==> src/rtl/vga_timing_gen.sv <==
// VGA 640x480@60 raster timing generator: pixel/line counters, syncs, blanking and frame counter.
// Define VGA_PIPE_ALIGN_EN to delay hs/vs/blank by two clocks to line up with the ROM + RGB register path.
module vga_timing_gen #(
  parameter int H_VISIBLE    = 640,
  parameter int H_TOTAL      = 800,
  parameter int V_VISIBLE    = 480,
  parameter int V_TOTAL      = 525,
  parameter int H_SYNC_START = 656,
  parameter int H_SYNC_END   = 751,
  parameter int V_SYNC_START = 490,
  parameter int V_SYNC_END   = 491
) (
  input  logic       vga_clk,
  input  logic       Reset_n,
  output logic [9:0] DrawX,
  output logic [9:0] DrawY,
  output logic       hs,
  output logic       vs,
  output logic       blank,
  output logic       sync,
  output logic       frame_end,
  output logic [7:0] frame_cnt
);

  localparam logic [9:0] H_MAX = 10'(H_TOTAL - 1);
  localparam logic [9:0] V_MAX = 10'(V_TOTAL - 1);
  localparam logic [9:0] H_VIS = 10'(H_VISIBLE);
  localparam logic [9:0] V_VIS = 10'(V_VISIBLE);
  localparam logic [9:0] HS_LO = 10'(H_SYNC_START);
  localparam logic [9:0] HS_HI = 10'(H_SYNC_END);
  localparam logic [9:0] VS_LO = 10'(V_SYNC_START);
  localparam logic [9:0] VS_HI = 10'(V_SYNC_END);

  logic [9:0] x_next;
  logic [9:0] y_next;
  logic       x_wrap;
  logic       y_wrap;
  logic       hs_d;
  logic       vs_d;
  logic       blank_d;
  logic       fe_d;
  logic       hs_r;
  logic       vs_r;
  logic       blank_r;

  // Decode from the next counter values so the registered flags describe the
  // position that is presented alongside them.
  always_comb begin
    x_wrap  = (DrawX == H_MAX);
    y_wrap  = (DrawY == V_MAX);
    x_next  = x_wrap ? 10'd0 : DrawX + 10'd1;
    y_next  = DrawY;
    if (x_wrap) begin
      y_next = y_wrap ? 10'd0 : DrawY + 10'd1;
    end
    hs_d    = !((x_next >= HS_LO) && (x_next <= HS_HI));
    vs_d    = !((y_next >= VS_LO) && (y_next <= VS_HI));
    blank_d = (x_next < H_VIS) && (y_next < V_VIS);
    fe_d    = (x_next == H_MAX) && (y_next == V_MAX);
  end

  always_ff @(posedge vga_clk) begin
    if (!Reset_n) begin
      DrawX     <= 10'd0;
      DrawY     <= 10'd0;
      hs_r      <= 1'b1;
      vs_r      <= 1'b1;
      blank_r   <= 1'b1;
      frame_end <= 1'b0;
      frame_cnt <= 8'd0;
    end else begin
      DrawX     <= x_next;
      DrawY     <= y_next;
      hs_r      <= hs_d;
      vs_r      <= vs_d;
      blank_r   <= blank_d;
      frame_end <= fe_d;
      if (frame_end) begin
        frame_cnt <= frame_cnt + 8'd1;
      end
    end
  end

`ifdef VGA_PIPE_ALIGN_EN
  logic [2:0] pipe_s1;
  logic [2:0] pipe_s2;

  // Stage order is {hs, vs, blank}; blanked with syncs idle while the pipe fills.
  always_ff @(posedge vga_clk) begin
    if (!Reset_n) begin
      pipe_s1 <= 3'b110;
      pipe_s2 <= 3'b110;
    end else begin
      pipe_s1 <= {hs_r, vs_r, blank_r};
      pipe_s2 <= pipe_s1;
    end
  end

  assign hs    = pipe_s2[2];
  assign vs    = pipe_s2[1];
  assign blank = pipe_s2[0];
`else
  assign hs    = hs_r;
  assign vs    = vs_r;
  assign blank = blank_r;
`endif

  assign sync = 1'b0;

endmodule

==> config.mk <==
export PLATFORM = sky130hd
export DESIGN_NAME = vga_timing_gen
export DESIGN_NICKNAME = d
export VERILOG_FILES = /design/src/rtl/vga_timing_gen.sv
export SDC_FILE = /design/constraint.sdc
export NUM_CORES = 1
export LEC_CHECK = 0
export ABC_CLOCK_PERIOD_IN_PS = 2800
export CORE_MARGIN = 2
export CORE_UTILIZATION = 35
export CTS_CLUSTER_SIZE = 25
export DETAILED_ROUTE_END_ITERATION = 16
export DONT_BUFFER_PORTS = 1
export PLACE_DENSITY = 0.59
export SETUP_SLACK_MARGIN = 0.02
export SLEW_MARGIN = 20
export SYNTH_ARGS = -nofsm -noshare
export SYNTH_HDL_FRONTEND = slang
export SYNTH_SLANG_ARGS = --single-unit
==> constraint.sdc <==
create_clock -name vga_clk -period 2.8 [get_ports vga_clk]
set_input_delay 0.56 -clock vga_clk [delete_from_list [all_inputs] [get_ports vga_clk]]
set_output_delay 0.56 -clock vga_clk [all_outputs]
set_load 0.03 [all_outputs]
==> run metrics <==
largest net degree at the start of global routing 14; most frequent cells in the layout 32 x dfxtp_1, 28 x nor2_1, 19 x buf_4; drt pass-1 iters 5; max-slew violation count 0; Port Buf Inserts 0; post-route ant nets 0; Crit Path Class flip-flop to flip-flop; Total GRT Usage 0.166; relative slew slack 0.576; final setup violation count 0; post_cts resized 0; total gr overflow 0; Die X 75.4 um; core area 4820 um^2; Tmin final 2.41 ns; Ys Warns 0; Mean Syn Cell Area 8.37 um^2; Final Instance Area 2020 um^2; first-pass GRT wire length 7.13 mm; postcts setup bufs 0; Skew-Pair Late Insertion Delay 0.28 ns; Area Overhead vs Synth 13.5%; CP required 2.95 ns; crit path DAT 2.56 ns; clk sinks 32; Ports 35; FP Rows 25; commonest non-fill, non-tap cell in the layout dfxtp_1; Tcrit/Tclk final 0.860; CTS tree yes; hold crit path type primary input to flip-flop; number of remaining DRC errors 0; top cell type's share of synthesized area 0.359; Pwr Total 0.883 mW; RSZ-0062 raised after global routing false; cell taking the most area after synthesis dfxtp_1; total routed wirelength 4.41 mm; # hold bufs at CTS 0; Final nets 232; cell area after synthesis 1780 um^2; ys async rst share 0; post-synth cell types 53; WL/cell 15.1 um; Max rail drop VDD 0.263 mV; Synth area leaders dfxtp_1 36%, nor2_1 5.9%, xnor2_1 3.9%; #FFs+latches synth 32; LEAKAGE 0.693 nW; HPWL after DPL 3.33 mm; share of layout cells above drive strength 1 0.142; number of synthesized flops with an enable pin 0; antenna violations before repair 0; CP Capture Type flip-flop; Crit Path Max Fanout 9; power density cells 436 nW/um^2; routability congestion estimate 0.913; n_diodes 0; Die Y 75.4 um; Mapped Cells 213; clock skew after layout 0.00918 ns; via count 1,579; fmax 415 MHz; number of vias per cell 5.41; root buffer cell clkbuf_8; vias in the first global route 1,491; Seq/Total Area, Yosys 0.359; Worst Tran Pin Value 0.630 ns; cts bufs inserted 5; syn nets 220; Max-Cap Viols 0; Final Core Density 0.420; status completed; Primary FF master, synth dfxtp_1; Critical Path Source Type flip-flop; DIE AREA 5680 um^2; Max clock buf depth 2; Initial DRC Count 185; setup TNS 0 ns; Post-Place Cell Area 1930 um^2; CTS clock-pin slew for the worst setup and hold paths 0.07 ns; H-tree depth 2; Final Hold Vio Count 0; Starting Density 0.370
-- sequential cells by signal, summed over array words and instances, names as in the netlist --
signal and count:
DrawY 10, blank 1, DrawX 10, frame_cnt 8, hs 1, vs 1, frame_end 1
-- layer usage --
metal  GRT usage  share of wire  up-vias
li1            -              -      791
met1       0.214           0.45      750
met2       0.260           0.46       33
met3      0.0582          0.073        5
met4      0.0526          0.011        0
met5           0              0        -
-- path summary, 6_finish.rpt --
kind | start | end | slack, ns | cells past startpoint
max reg2reg | DrawX[5] | vs | 0.39 | 5
max | DrawX[5] | vs | 0.39 | 5
min reg2reg | DrawX[3] | DrawX[3] | 0.61 | 2
min | Reset_n | DrawX[7] | 0.40 | 1
-- where the power goes --
group / internal (mW) / switching (mW)
clock: 0.219 / 0.166
combinational: 0.0104 / 0.0261
sequential: 0.459 / 0.00283
-- metrics by stage --
| stage | hold WS [ns] | std cells | setup WS, ns |
|---|---|---|---|
| after floorplan | 0.585 | 213 | 0.222 |
| after global placement | 0.601 | 285 | 0.461 |
| after detailed placement | 0.608 | 285 | 0.421 |
| after CTS | 0.394 | 292 | 0.408 |
| after global routing | 0.395 | 292 | 0.322 |
| final | 0.399 | 292 | 0.393 |
-- cell type report --
cell class / count / area [um^2]
multi-input cells: 159 / 1030
flip-flops and latches: 32 / 641
clock buffers: 7 / 96.3
repair buffers: 19 / 143
inverters: 8 / 30.0
fillers: 524 / 2790
well taps: 67 / 83.8
-- cell families (layout without fill, tap and decap cells) --
family,count (synthesis),after routing,share of synthesized area
simple gates,93,93,0.282
compound gates,42,42,0.169
flops,32,32,0.359
buf+inv,22,34,0.0625
xor+xnor,16,16,0.0786
fa+ha+maj,5,5,0.0351
mux,2,2,0.0112
other cells,1,1,0.00210
-- critical path, stage by stage, from the launching register on --
cell and delay, ns:
dfxtp_1 0.31, or4b_1 0.61, or3_1 0.49, or4_4 0.57, a21oi_4 0.17, nand4b_1 0.12
-- cells in the mapped netlist, types with 2 or more instances --
library cell,n
a31oi_1,2
nor3_1,3
nand3_1,8
clkbuf_1,8
and3_1,2
a2bb2oi_1,2
buf_6,3
and2_1,2
a211oi_1,2
o41ai_1,2
mux2i_1,2
o31a_1,3
ha_1,5
xor2_1,8
or3_1,4
nor2_1,28
nor4_1,6
nor4b_1,2
inv_1,8
o21ai_0,8
o21a_1,3
nand2_1,16
dfxtp_1,32
xnor2_1,8
nand4_1,9
o31ai_1,2
a21oi_1,7
nor2b_1,2
a22oi_1,2
(Power assumes the default switching activity.)
